<file path="config.mk">
export PLATFORM = sky130hd
export DESIGN_NAME = bf_loop_stack_ctrl
export DESIGN_NICKNAME = d
export VERILOG_FILES = /design/src/rtl/bf_loop_stack_ctrl.sv
export SDC_FILE = /design/constraint.sdc
export NUM_CORES = 1
export LEC_CHECK = 0
export BUFFER_PORTS_ARGS = -buffer_cell sky130_fd_sc_hd__buf_2
export CORE_ASPECT_RATIO = 0.6
export CORE_UTILIZATION = 45
export DETAILED_ROUTE_END_ITERATION = 7
export REMOVE_ABC_BUFFERS = 1
export SETUP_SLACK_MARGIN = 0.15
export SYNTH_ARGS = -nofsm -noshare
export SYNTH_HDL_FRONTEND = slang
export SYNTH_SLANG_ARGS = --single-unit
</file>
<file path="constraint.sdc">
create_clock -name clk -period 10.95 [get_ports clk]
set_input_delay 1.095 -clock clk [delete_from_list [all_inputs] [get_ports clk]]
set_output_delay 1.095 -clock clk [all_outputs]
set_load 0.05 [all_outputs]
</file>
<file path="src/rtl/bf_loop_stack_ctrl.sv">
// bf_loop_stack_ctrl: multi-cycle Brainfuck sequencer with a loop-return stack and bracket-skip scanning.
module bf_loop_stack_ctrl #(
    parameter int PC_W        = 8,
    parameter int DP_W        = 8,
    parameter int DW          = 8,
    parameter int STACK_DEPTH = 16
) (
    input  logic            clk,
    input  logic            reset,
    input  logic            start,
    output logic [PC_W-1:0] prog_addr,
    input  logic [3:0]      prog_op,
    output logic [DP_W-1:0] data_addr,
    input  logic [DW-1:0]   data_rd,
    output logic [DW-1:0]   data_wr,
    output logic            data_we,
    input  logic            in_valid,
    input  logic [DW-1:0]   in_data,
    output logic            in_ready,
    output logic            out_valid,
    output logic [DW-1:0]   out_data,
    input  logic            out_ready,
    output logic            busy,
    output logic            halted,
    output logic [1:0]      err_code
);
    localparam int SP_W = $clog2(STACK_DEPTH + 1);
    localparam int IX_W = $clog2(STACK_DEPTH);
    typedef enum logic [3:0] {IDLE, FETCH, DECODE, EXEC, OUT_WAIT, IN_WAIT, SKIP_FETCH, SKIP_CHK, HALT, ERR} state_t;
    state_t state, state_nx;
    logic [PC_W-1:0] pc, pc_nx, depth, depth_nx, skip_d, pc_inc;
    logic [DP_W-1:0] dp, dp_nx;
    logic [SP_W-1:0] sp, sp_nx;
    logic [IX_W-1:0] sp_ix, top_ix;
    logic [3:0]      op, op_nx;
    logic [DW-1:0]   out_q, out_nx;
    logic [1:0]      err, err_nx;
    logic            push, cell_nz;
    logic [PC_W-1:0] stack [STACK_DEPTH];
    assign pc_inc    = pc + PC_W'(1);
    assign sp_ix     = sp[IX_W-1:0];
    assign top_ix    = IX_W'(sp - SP_W'(1));
    assign cell_nz   = data_rd != '0;
    assign skip_d    = prog_op == 4'd4 ? depth + PC_W'(1) : prog_op == 4'd5 ? depth - PC_W'(1) : depth;
    assign prog_addr = pc;
    assign data_addr = dp;
    assign out_data  = out_q;
    assign err_code  = err;
    assign busy      = !(state inside {IDLE, HALT, ERR});
    assign halted    = state == HALT;
    assign out_valid = state == OUT_WAIT;
    assign in_ready  = state == IN_WAIT;
    assign data_we   = (state == EXEC && (op == 4'd2 || op == 4'd3)) || (state == IN_WAIT && in_valid);
    assign data_wr   = state == IN_WAIT ? in_data :
                       state == EXEC && op == 4'd2 ? data_rd + DW'(1) :
                       state == EXEC && op == 4'd3 ? data_rd - DW'(1) : '0;
    always_comb begin
        state_nx = state;
        pc_nx    = pc;
        dp_nx    = dp;
        sp_nx    = sp;
        depth_nx = depth;
        op_nx    = op;
        out_nx   = out_q;
        err_nx   = err;
        push     = 1'b0;
        case (state)
            IDLE, HALT, ERR: if (start) begin
                state_nx = FETCH;
                pc_nx    = '0;
                dp_nx    = '0;
                sp_nx    = '0;
                depth_nx = '0;
                err_nx   = 2'd0;
            end
            FETCH: state_nx = DECODE;
            DECODE: begin
                op_nx = prog_op;
                case (prog_op)
                    4'd0, 4'd1: begin
                        dp_nx    = prog_op[0] ? dp + DP_W'(1) : dp - DP_W'(1);
                        pc_nx    = pc_inc;
                        state_nx = FETCH;
                    end
                    4'd2, 4'd3, 4'd4, 4'd5, 4'd6: state_nx = EXEC;
                    4'd7:  state_nx = IN_WAIT;
                    4'd15: state_nx = HALT;
                    default: begin
                        state_nx = ERR;
                        err_nx   = 2'd1;
                    end
                endcase
            end
            EXEC: begin
                case (op)
                    4'd2, 4'd3: begin
                        pc_nx    = pc_inc;
                        state_nx = FETCH;
                    end
                    4'd4: begin
                        // A zero cell jumps into forward scanning; the stack is only touched when entering the loop body.
                        state_nx = !cell_nz ? SKIP_FETCH : sp == SP_W'(STACK_DEPTH) ? ERR : FETCH;
                        err_nx   = cell_nz && sp == SP_W'(STACK_DEPTH) ? 2'd2 : err;
                        push     = cell_nz && sp != SP_W'(STACK_DEPTH);
                        sp_nx    = push ? sp + SP_W'(1) : sp;
                        pc_nx    = state_nx == ERR ? pc : pc_inc;
                        depth_nx = cell_nz ? depth : PC_W'(1);
                    end
                    4'd5: begin
                        state_nx = sp == '0 ? ERR : FETCH;
                        err_nx   = sp == '0 ? 2'd3 : err;
                        pc_nx    = sp == '0 ? pc : cell_nz ? stack[top_ix] : pc_inc;
                        sp_nx    = sp != '0 && !cell_nz ? sp - SP_W'(1) : sp;
                    end
                    default: begin
                        out_nx   = data_rd;
                        state_nx = OUT_WAIT;
                    end
                endcase
            end
            OUT_WAIT: if (out_ready) begin
                pc_nx    = pc_inc;
                state_nx = FETCH;
            end
            IN_WAIT: if (in_valid) begin
                pc_nx    = pc_inc;
                state_nx = FETCH;
            end
            SKIP_FETCH: state_nx = SKIP_CHK;
            SKIP_CHK: begin
                if (prog_op == 4'd15 || (skip_d != '0 && pc == '1)) begin
                    state_nx = ERR;
                    err_nx   = 2'd3;
                end else begin
                    state_nx = skip_d == '0 ? FETCH : SKIP_FETCH;
                    depth_nx = skip_d;
                    pc_nx    = pc_inc;
                end
            end
            default: state_nx = IDLE;
        endcase
    end
    always_ff @(posedge clk or negedge reset) begin
        if (!reset) begin
            state <= IDLE;
            pc    <= '0;
            dp    <= '0;
            sp    <= '0;
            depth <= '0;
            op    <= '0;
            out_q <= '0;
            err   <= '0;
        end else begin
            state <= state_nx;
            pc    <= pc_nx;
            dp    <= dp_nx;
            sp    <= sp_nx;
            depth <= depth_nx;
            op    <= op_nx;
            out_q <= out_nx;
            err   <= err_nx;
        end
    end
    always_ff @(posedge clk) if (push) stack[sp_ix] <= pc_inc;
endmodule
</file>
======== Yosys cells after proc, flatten, opt, wreduce, memory -nomap -nowiden ========
Memories as Yosys holds them, arrays and structs flattened.
Index checks and enable logic that the tools add are counted.
word-level totals
  bits in registers ....................... 47
  memory bits (writable) .................. 128
  input port bits ......................... 25
  output and inout port bits .............. 39
  word-level logic and storage cells ...... 149
  memories ................................ 1
cells by class
  add/subtract/negate cells ............... 9
  eq/ne operators ......................... 42
  multiplexer cells ....................... 49
  bitwise operators ....................... 1
  reductions and logical operators ........ 39
memory list
  memory  words  width  rd ports  clocked after Yosys merged registers in  write ports  line  RTL
  stack   16     8      1         0                                        1            39    logic [PC_W-1:0] stack [STACK_DEPTH];
operators with widths
  kind                                                                 number
  8-bit 2-to-1 mux                                                     18
  8-bit one-hot mux with 3 select lines                                2
  8-bit one-hot mux with 6 select lines                                1
  4-bit by 3-bit == test with 1-bit output (second input constant)     10
  8-bit by 1-bit adder with 8-bit output (second input constant)       4
  4-bit one-hot mux with 8 select lines                                1
  4-bit 2-to-1 mux                                                     7
  4-bit by 2-bit == test with 1-bit output (second input constant)     6
  8-bit by 1-bit subtractor with 8-bit output (second input constant)  3
  5-bit one-hot mux with 2 select lines                                2
  3-bit != test (second input constant)                                6
  4-bit == test (second input constant)                                4
  4-bit one-hot mux with 4 select lines                                1
  8-bit one-hot mux with 2 select lines                                1
  8-bit nonzero test                                                   2
  5-bit 2-to-1 mux                                                     3
  2-bit != test (second input constant)                                7
  4-bit one-hot mux with 3 select lines                                1
  2-bit 2-to-1 mux                                                     5
  5-bit AND reduction                                                  2
  9-bit AND reduction                                                  1
  9-bit OR reduction                                                   1
  4-bit by 1-bit == test with 1-bit output (second input constant)     2
  8-bit == test (second input constant)                                1
  30 further kinds                                                     49

======== Longest topological paths before layout ========
Gate-level depths: netlist of the first run.
  depth in word-level cells ............... 8
  mapped depth ............................ 14
  gate-level depth less buffers ........... 9

======== Least setup slack after synthesis of the first run ========
No wires, ideal clock.
  path type ............................... input port to output port
  start ................................... input port data_rd[3]
  end ..................................... output port data_wr[7]
  data arrival time ....................... 2610 ps
  required time ........................... 9855 ps
  path slack .............................. 7245 ps
  stages on the path ...................... 6
  cell sequence ........................... buf_2 > or4_4 > nor3_1 > a31oi_1 > xnor2_1 > a22o_1
between the ends
  cells in the longest elaborated chain, start to end .. 4
ends and longest elaborated chain
  item                                         line  RTL
  start: declaration                           14    input logic [DW-1:0] data_rd,
  8-bit by 1-bit subtractor with 8-bit output  56    state == EXEC && op == 4'd3 ? data_rd - DW'(1) : '0;
  8-bit 2-to-1 mux                             56
  8-bit 2-to-1 mux (*)                         55    state == EXEC && op == 4'd2 ? data_rd + DW'(1) :
  8-bit 2-to-1 mux (*)                         54    assign data_wr = state == IN_WAIT ? in_data :
  end: declaration                             15    output logic [DW-1:0] data_wr,
Mark *: on every way between the ends. The rest lies on a longest branch, timed or not.

======== Final worst setup path of the first run ========
  start ................................... register state[2]
  end ..................................... output port data_wr[4]
between the ends
  cells in the longest elaborated chain, start to end .. 5
ends and longest elaborated chain
  item                                      line    RTL
  start: declaration                        30      state_t state, state_nx;
  start signal: assignment                  154     state <= state_nx;
  4-bit by 2-bit == test with 1-bit output  55, 56
  1-bit logical AND                         56
  8-bit 2-to-1 mux                          56
  8-bit 2-to-1 mux                          55
  8-bit 2-to-1 mux (*)                      54
Marks and branches as above.

==> run summary, run 1 <==
The first global-routing pass estimated 32.4 mm of wire. The count of unique library cells instantiated by Yosys is 77, and the transition at the pin with the smallest max-transition slack is 1.10 ns. The tools report the detailed-route wire length as 21.1 mm.

The share of async-settable or async-resettable flops after synthesis works out to 26.9%. Wire segments on met3 add up to 1.51 mm in the final route. STA classifies the critical path startpoint as a register. The floorplan step defined a core boundary enclosing 19100 sq um. Setup repair after global routing left no endpoint under its margin. The number of H-tree branching levels is 4. The number of antenna-violating nets in the routed design was 0.

TritonCTS built the clock tree. Across all hold checks on the routed design, the worst slack comes to 0.492 ns. Buffers placed on the I/O ports in this run total 63. The floorplan step set the die height to 110 um. The worst hold path passes through 2 cells. For the worst flop-to-flop path, the logic depth is 11. The switching part of the total power was 38.5%. The initialized floorplan defines 39 standard-cell rows. The logs give 0.930 mW for the net switching power and 46.0% for the effective utilization at floorplan. In this run, synthesis inferred 128 flip-flops with an integrated enable. The run gives 0 as the max-slew violation total from the final report. The run gives 8.53 mm as the routed length on met2. The run gives 0 as the total count of hold-check failures in the final report. Post-CTS repair changed the size of 0 cells. Internal power comes to 1.48 mW.

The routed metal-1 wirelength is 10.9 mm, and the maximum fanout along the worst path is 16. Across the run, the number of max-cap violations was 0. The root buffer cell chosen for the clock tree is clkbuf_16. The die covers 20100 sq um.

Synthesis handed over a netlist of 658 instances. For the data arrival time of the critical path, the log shows 3.05 ns. The reg-to-reg setup timing slack is 7.09 ns, and the width of the die is 182 um.

The tools report the residual overflow from global routing as 0. The number of inserted diodes was 0. The via count of the first global-routing pass was 5486; the clock slew seen by the registers of the worst setup and hold paths was 0.06 ns. After layout, the minimum clock period comes to 4.14 ns. The run gives 38.7% as the logic gate share of total power. The startpoint identified for the worst register-to-register timing path is sp[0]$_DFFE_PN0P_.

The share of total power dissipated in the clock network is 25.3%. The placer's final routability congestion estimate is 0.864. The flow ran to the end, and the final reports show no timing, DRC or antenna violations. Setup violations remaining at the end of the flow were counted as 0.

For the final worst clock skew, the log shows 0.00896 ns. From synthesis to final layout, the design area changed by 13.9%. During synthesis, Yosys emitted a total of 0 warnings. During I/O placement, the number of pins put on the boundary was 64. The most used flip-flop cell after synthesis is edfxtp_1.

In the routed layout, each cell is associated on average with a via count of 5.96. In the final layout, the share of cells above drive strength 1 is 24.2%. Uppermost signal routing layer after detailed routing: met4. The setup TNS came out at 0 ns.

Dividing the detail-routed wire length by the instance count gives 21.1 um. The tools report the post-layout net count as 763. Once the clock tree was built, the setup fixing pass inserted 0 buffers. The synthesized design contains 175 register bits. A synthesized cell averages 13.3 sq um. Number of DRC markers in iteration 0: 494. CTS saw 175 sinks.

The TritonCTS buffer count came out at 17. In this run the critical register-to-register path is captured at prog_addr[4]$_DFFE_PN0P_. The hold path startpoint is out_data[1]$_DFFE_PN0P_. The run gives 8780 sq um as the post-synthesis instance area. Global routing usage summed across all routing layers: 22.0%.

STA classifies the critical path endpoint as an output port. The initial antenna violation count came out at 0. STA puts the critical path data required time at 9.86 ns. The tools report the endpoint with the worst hold slack as out_data[1]$_DFFE_PN0P_. The static leakage power came out at 3.66 nW.

For this design the ratio of total power to cell area is 241 nW/um^2. Dividing the final minimum period by the clock period gives 37.8%. The worst vdd rail ir drop is 0.000130 V. The count of unresolved DRC violations after routing came out at 0. The critical path is of the reg2out type.

The routed layout has 5966 vias. At the later pin of the worst-skew pair, clock insertion delay measures 0.42 ns. The number of iterations in the first detailed-routing pass came out at 5. The tightest min-delay check is of the reg2reg type.

For this design, the CTS-stage hold fixing added 0 buffers. For this run, the top clock speed supported by timing is 0.241 GHz. The tools report the HPWL reported at the end of detailed placement as 14.7 mm. Sequential power share: 36.0%.

Measured against its own limit, the worst slew margin works out to 26.4%. Entering global routing, the biggest net connects 48 pins. No sink is reached through more buffers than the 2 on the longest clock path.

Sequential elements use 57.2% of the synthesized area.
==> sequential cells by signal (all words and copies together) (netlist names) <==
register	flops
stack	128
data_addr	8
depth	8
out_data	8
prog_addr	8
sp	5
op	4
state	4
err_code	2
==> cell families (layout without fill, tap and decap cells) <==
family,after synthesis,count (layout),share of synthesized area [%]
buf+inv,49,126,2.22
simple gates,196,196,12.5
mux,61,61,11.8
compound gates,134,134,11.2
xor+xnor,27,27,2.69
fa+ha+maj,16,16,2.37
flops,175,175,57.2
==> metal layers <==
| layer | up-vias | GRT usage (%) |
|---|---|---|
| met1 | 3010 | 35.7 |
| met4 | 0 | 7.02 |
| li1 | 2695 | - |
| met5 | - | 0 |
| met2 | 242 | 28.8 |
| met3 | 19 | 4.20 |
==> per-stage QoR <==
stage                     util [%]  power, mW  cell area, sq um  cells  setup WS, ns
after floorplan                  -       1.54              8640    625          6.63
after global placement        49.3       1.79              9410    969          7.12
after detailed placement      49.3       1.80              9410    969          7.09
after CTS                     52.4       2.41             10000   1001          6.77
after global routing          52.4       2.53             10000   1001          6.48
final                         52.4       2.41             10000   1001          6.81
==> critical path, cell delays in order (launching register included) <==
cell	delay, ns
dfrtp_1	0.57
nor2_1	0.24
nand3_1	0.35
nor3_1	0.95
a22o_1	0.25
buf_2	0.26
==> power groups by stage <==
stage	Sequential (mW)	Clock, mW	Combinational [mW]
final	0.869	0.609	0.934
after global routing	0.879	0.647	1.01
after CTS	0.866	0.619	0.929
after detailed placement	0.880	0	0.925
after global placement	0.875	0	0.911
after floorplan	0.984	0	0.556
==> placed cells by master, fill, tap and decap left out, drive strengths merged, types with 19 or more instances in the layout <==
cell,instances
nor2,40
nand3,22
o21ai,28
mux4,32
nor3,19
nand2,35
edfxtp,128
clkbuf,22
a21oi,20
dfrtp,47
buf,78
==> worst max-delay path by stage <==
stage	startpoint	to	slack (ns)	cells after the start
floorplan	sp[0]$_DFFE_PN0P_	prog_addr[0]$_DFFE_PN0P_	6.63	8
global placement	sp[0]$_DFFE_PN0P_	prog_addr[4]$_DFFE_PN0P_	7.12	11
detailed placement	sp[0]$_DFFE_PN0P_	prog_addr[4]$_DFFE_PN0P_	7.09	11
CTS	state[2]$_DFFE_PN0P_	data_wr[4]	6.77	5
global route	state[2]$_DFFE_PN0P_	data_wr[2]	6.48	5
finish	state[2]$_DFFE_PN0P_	data_wr[4]	6.81	5
==> synth_stat cells (9+ instances only) <==
cell type | n | area (sq um)
o21ai_0 | 28 | 140
nor2b_1 | 11 | 68.8
nand2_1 | 33 | 124
and3_1 | 9 | 56.3
a211oi_1 | 11 | 82.6
mux2_2 | 18 | 203
nand3_1 | 22 | 110
nand2b_1 | 11 | 68.8
buf_2 | 9 | 45.0
a21oi_1 | 20 | 100
mux2i_1 | 11 | 110
inv_1 | 16 | 60.1
ha_1 | 15 | 188
clkbuf_1 | 23 | 86.3
a22o_1 | 15 | 131
edfxtp_1 | 128 | 3840
xor2_1 | 11 | 96.3
nor3_1 | 19 | 95.1
mux4_2 | 32 | 721
dfrtp_1 | 47 | 1180
a21o_1 | 11 | 82.6
xnor2_1 | 16 | 140
nor2_1 | 40 | 150
==> final cells by class <==
| type | count | area [sq um] |
|---|---|---|
| clock buffer | 22 | 444 |
| clock inverter | 10 | 139 |
| fill | 1604 | 9080 |
| inverter | 16 | 60.1 |
| multi-input combinational | 434 | 3580 |
| sequential | 175 | 5020 |
| tap | 266 | 333 |
| timing repair buffer | 78 | 428 |
No activity file was read; power rests on OpenSTA's default activity.
==> run 2: changes to the inputs <==
==> constraint.sdc (replaced) <==
create_clock -name clk -period 3.7 [get_ports clk]
set_input_delay 0.37 -clock clk [delete_from_list [all_inputs] [get_ports clk]]
set_output_delay 0.37 -clock clk [all_outputs]
set_load 0.05 [all_outputs]
==> run 2 against run 1 <==
Combinational power increased to 3.1 times the previous value; sequential share of layout area shrank 0.66 points; critical path depth rose by 2; cell area grew 1.3%; clock-buffer cell count shrank 5; critical path type is now reg2reg; largest power group unchanged; highest routed layer unchanged.
==> run summary, run 2 (synthesis gave the netlist of run 1 again) <==
The data arrival time of the critical path is 3.40 ns (was 3.05 ns), and the number of DRC markers in iteration 0 is 642 (was 494). The cell-internal power was 4.42 mW (was 1.48 mW); the net switching power was 2.79 mW (was 0.930 mW). The tools report the post-layout utilization of the core as 53.1% (was 52.4%). The hold path depth came out at 2 (unchanged).

In the finished design, the share of the clock period the worst path needs comes to 83.4%. The tools report the logic gate share of total power as 39.7% (was 38.7%). The maximum fanout along the worst path came out at 16 (unchanged). The worst slew margin relative to its limit was 19.6% (was 26.4%).

The run gives 11.1 mm (was 10.9 mm) as the routed metal-1 wirelength. The maximum clock path buffer count came out at 2 (unchanged). The effective utilization at floorplan was 46.0% (unchanged); the reg-to-reg setup timing slack was 0.62 ns (was 7.09 ns). For the static leakage power, the log shows 3.74 nW (was 3.66 nW). The hold path startpoint was data_rd[5] (was out_data[1]$_DFFE_PN0P_). The category of the worst setup path launch point was a register (unchanged). The wire length per cell after detailed routing was 20.9 um (was 21.1 um); the width of the die was 182 um (unchanged). The post-detailed-placement cell area is 9530 sq um (was 9410 sq um).

The worst path needs 3.08 ns of the cycle, external delays included. The logs give 175 (unchanged) for the count of clock tree sinks and 4.02 ns (was 9.86 ns) for the required time at the worst-slack endpoint. The run gives 1603 (was 1604) as the count of fill cells added during filler insertion. The logs give 0.0150 ns (was 0.00896 ns) for the final worst clock skew and 778 (was 763) for the post-layout net count. The tools report the number of H-tree branching levels as 4 (unchanged). The buffer and inverter count on the worst path is 0 (was 1).

The tools report the detailed-route wire length as 21.2 mm (was 21.1 mm). Most frequent cells in the layout: 128 x edfxtp_1, 63 x buf_2, 46 x dfrtp_1 (unchanged). The run gives 0.324 GHz as the achievable clock frequency. Most common library cell in the layout ignoring fill and taps: edfxtp_1 (unchanged). The number of antenna-violating nets in the routed design came out at 0 (unchanged).

The critical path's top delay family is compound AO/OA/AOI/OAI gates (was simple AND/OR/NAND/NOR gates). The power per cell area was 711 nW/um^2 (was 241 nW/um^2); the number of cell rows was 39 (unchanged). The residual overflow from global routing was 0 (unchanged).

The via count of the first global-routing pass is 5731 (was 5486). The transition at the pin with the smallest max-transition slack was 1.20 ns (was 1.10 ns). The logs give 1015 (was 1001) for the final cell count without fillers and 3570 sq um (was 3580 sq um) for the area used by multi-input combinational logic. The total count of hold-check failures in the final report was 0 (unchanged); the worst vdd rail ir drop was 0.000415 V (was 0.000130 V).

The area of the core region was 19100 sq um (unchanged). The tools report the cell chosen for the clock root as clkbuf_16 (unchanged). The clock latency at the later pin of the worst-skew pair was 0.44 ns (was 0.42 ns). TritonCTS built the clock tree.

Endpoint of the lowest-slack register-to-register path: depth[0]$_DFFE_PN0P_ (was prog_addr[4]$_DFFE_PN0P_). The class of the tightest hold or removal check is in2reg (was reg2reg). The routed length on met2 was 8.48 mm (was 8.53 mm); the clock slew seen by the registers of the worst setup and hold paths was 0.07 ns (was 0.06 ns). Total placed cells including tap cells: 983 (was 969). The reg-to-reg startpoint was state[2]$_DFFE_PN0P_ (was sp[0]$_DFFE_PN0P_). Setup repair after global routing left no endpoint under its margin. The signed area change from the synthesized netlist to the final layout is 15.4% (was 13.9%). Switching part of the total power: 38.7% (was 38.5%).

The quantity of I/O buffers inserted on ports works out to 63 (unchanged). The global-route wire length before repair is 33.3 mm (was 32.4 mm). The kind of critical path is reg2reg (was reg2out). The run gives 0 (unchanged) as the max-slew violation total from the final report. The number of iterations in the first detailed-routing pass was 5 (unchanged). The final design area excluding fillers is 10100 sq um (was 10000 sq um), and the delay of the slowest cell on the worst path is 0.97 ns (was 0.95 ns). The HPWL reported at the end of detailed placement came out at 14.7 mm (about the same). The number of flip-flops in the largest register is 128 (unchanged).

TritonCTS buffer count: 17 (unchanged). The number of violations of the max-capacitance limit is 0 (unchanged), and the initial antenna violation count is 0 (unchanged). Cell with the biggest individual delay on the critical path: a211oi_1 (was nor3_1).

The overall power after layout was 7.21 mW (was 2.41 mW). Register containing the most flip-flops in the final layout: stack (unchanged). The fraction of layout instances using a drive strength above 1 is 25.9% (was 24.2%), and the number of inserted diodes is 0 (unchanged).

The per-cell via count in the routed design came out at 5.86 (was 5.96). The uppermost signal routing layer after detailed routing was met4 (unchanged). The kind of capture point of the worst setup path is a register (was an output port). The flow ran to the end, and the final reports show no timing, DRC or antenna violations. The tools report the full die area as 20100 sq um (unchanged). For the number of gates resized after cts, the log shows 0 (unchanged).

Endpoint with the worst hold slack: out_data[5]$_DFFE_PN0P_ (was out_data[1]$_DFFE_PN0P_). The placer's final routability congestion estimate was 0.868 (was 0.864). The total length of routed met3 wires was 1.50 mm (was 1.51 mm). The tools report the largest net degree at the start of global routing as 39 (was 48).

The cell count of the worst reg-to-reg path was 7 (was 11). Global routing usage summed across all routing layers: 22.6% (was 22.0%). For the count of unresolved DRC violations after routing, the log shows 0 (unchanged). The clock share of power came out at 25.3% (about the same). The via count is 5944 (was 5966), and the I/O pin count is 64 (unchanged). For the flip-flop and latch area, the log shows 5020 sq um (unchanged). The logs give 0 (unchanged) for the number of failing setup endpoints in the final timing report and 35.1% (was 36.0%) for the sequential power share. Die extent in y: 110 um (unchanged). Cells along the critical path: nor2_1 > and3_1 > a211oi_1 > or2_2 > o31ai_1 > or3_1 > o211a_1 (was nor2_1 > nand3_1 > nor3_1 > a22o_1 > buf_2).
-- run 2: worst reg2reg max path: stages (launching register included) --
cell and delay, ns:
dfrtp_1 0.68, nor2_1 0.19, and3_1 0.24, a211oi_1 0.97, or2_2 0.32, o31ai_1 0.09, or3_1 0.35, o211a_1 0.14
-- run 2: repair_timing --
action	CTS	global route
hold buffers	1	0
buffers inserted	0	0
hold endpoints to repair	17	0
-- run 2: metal layers --
metal  up-vias  track usage [%]
li1       2714                -
met1      3014             36.5
met2       205             30.3
met3        11             4.63
met4         0             5.28
met5         -                0
-- run 2: cell type report --
class | instances | share of cell area, %
clock inverter | 14 | 1.65
clock buffer | 17 | 4.20
inverter | 16 | 0.593
tap | 266 | 3.28
multi-input combinational | 434 | 35.2
timing repair buffer | 93 | 5.48
sequential | 175 | 49.5
-- run 2: stage by stage --
step	worst slack, ns	setup TNS (ns)	hold WS [ns]
finish	0.616	0	0.243
global route	0.446	0	0.245
floorplan	-0.618	-3.74	0.0744
global placement	0.715	0	0.347
detailed placement	0.639	0	0.355
CTS	0.668	0	0.219
-- run 2: power by group through the flow --
stage / registers, mW / clock network (mW) / logic, mW
2_1_floorplan: 2.91 / 0 / 1.65
3_3_place_gp: 2.55 / 0 / 2.80
3_5_place_dp: 2.56 / 0 / 2.83
4_1_cts: 2.52 / 1.86 / 2.85
5_1_grt: 2.56 / 1.94 / 3.09
6_report: 2.53 / 1.82 / 2.86
-- run 2: how the worst max path moves through the flow --
stage	from	end	slack (ns)	depth (start not counted)
after floorplan	sp[0]$_DFFE_PN0P_	prog_addr[0]$_DFFE_PN0P_	-0.62	8
after global placement	prog_op[0]	prog_addr[3]$_DFFE_PN0P_	0.71	8
after detailed placement	prog_op[0]	state[2]$_DFFE_PN0P_	0.64	8
after CTS	sp[1]$_DFFE_PN0P_	prog_addr[5]$_DFFE_PN0P_	0.67	9
after global routing	state[2]$_DFFE_PN0P_	depth[0]$_DFFE_PN0P_	0.45	7
final	state[2]$_DFFE_PN0P_	depth[0]$_DFFE_PN0P_	0.62	7
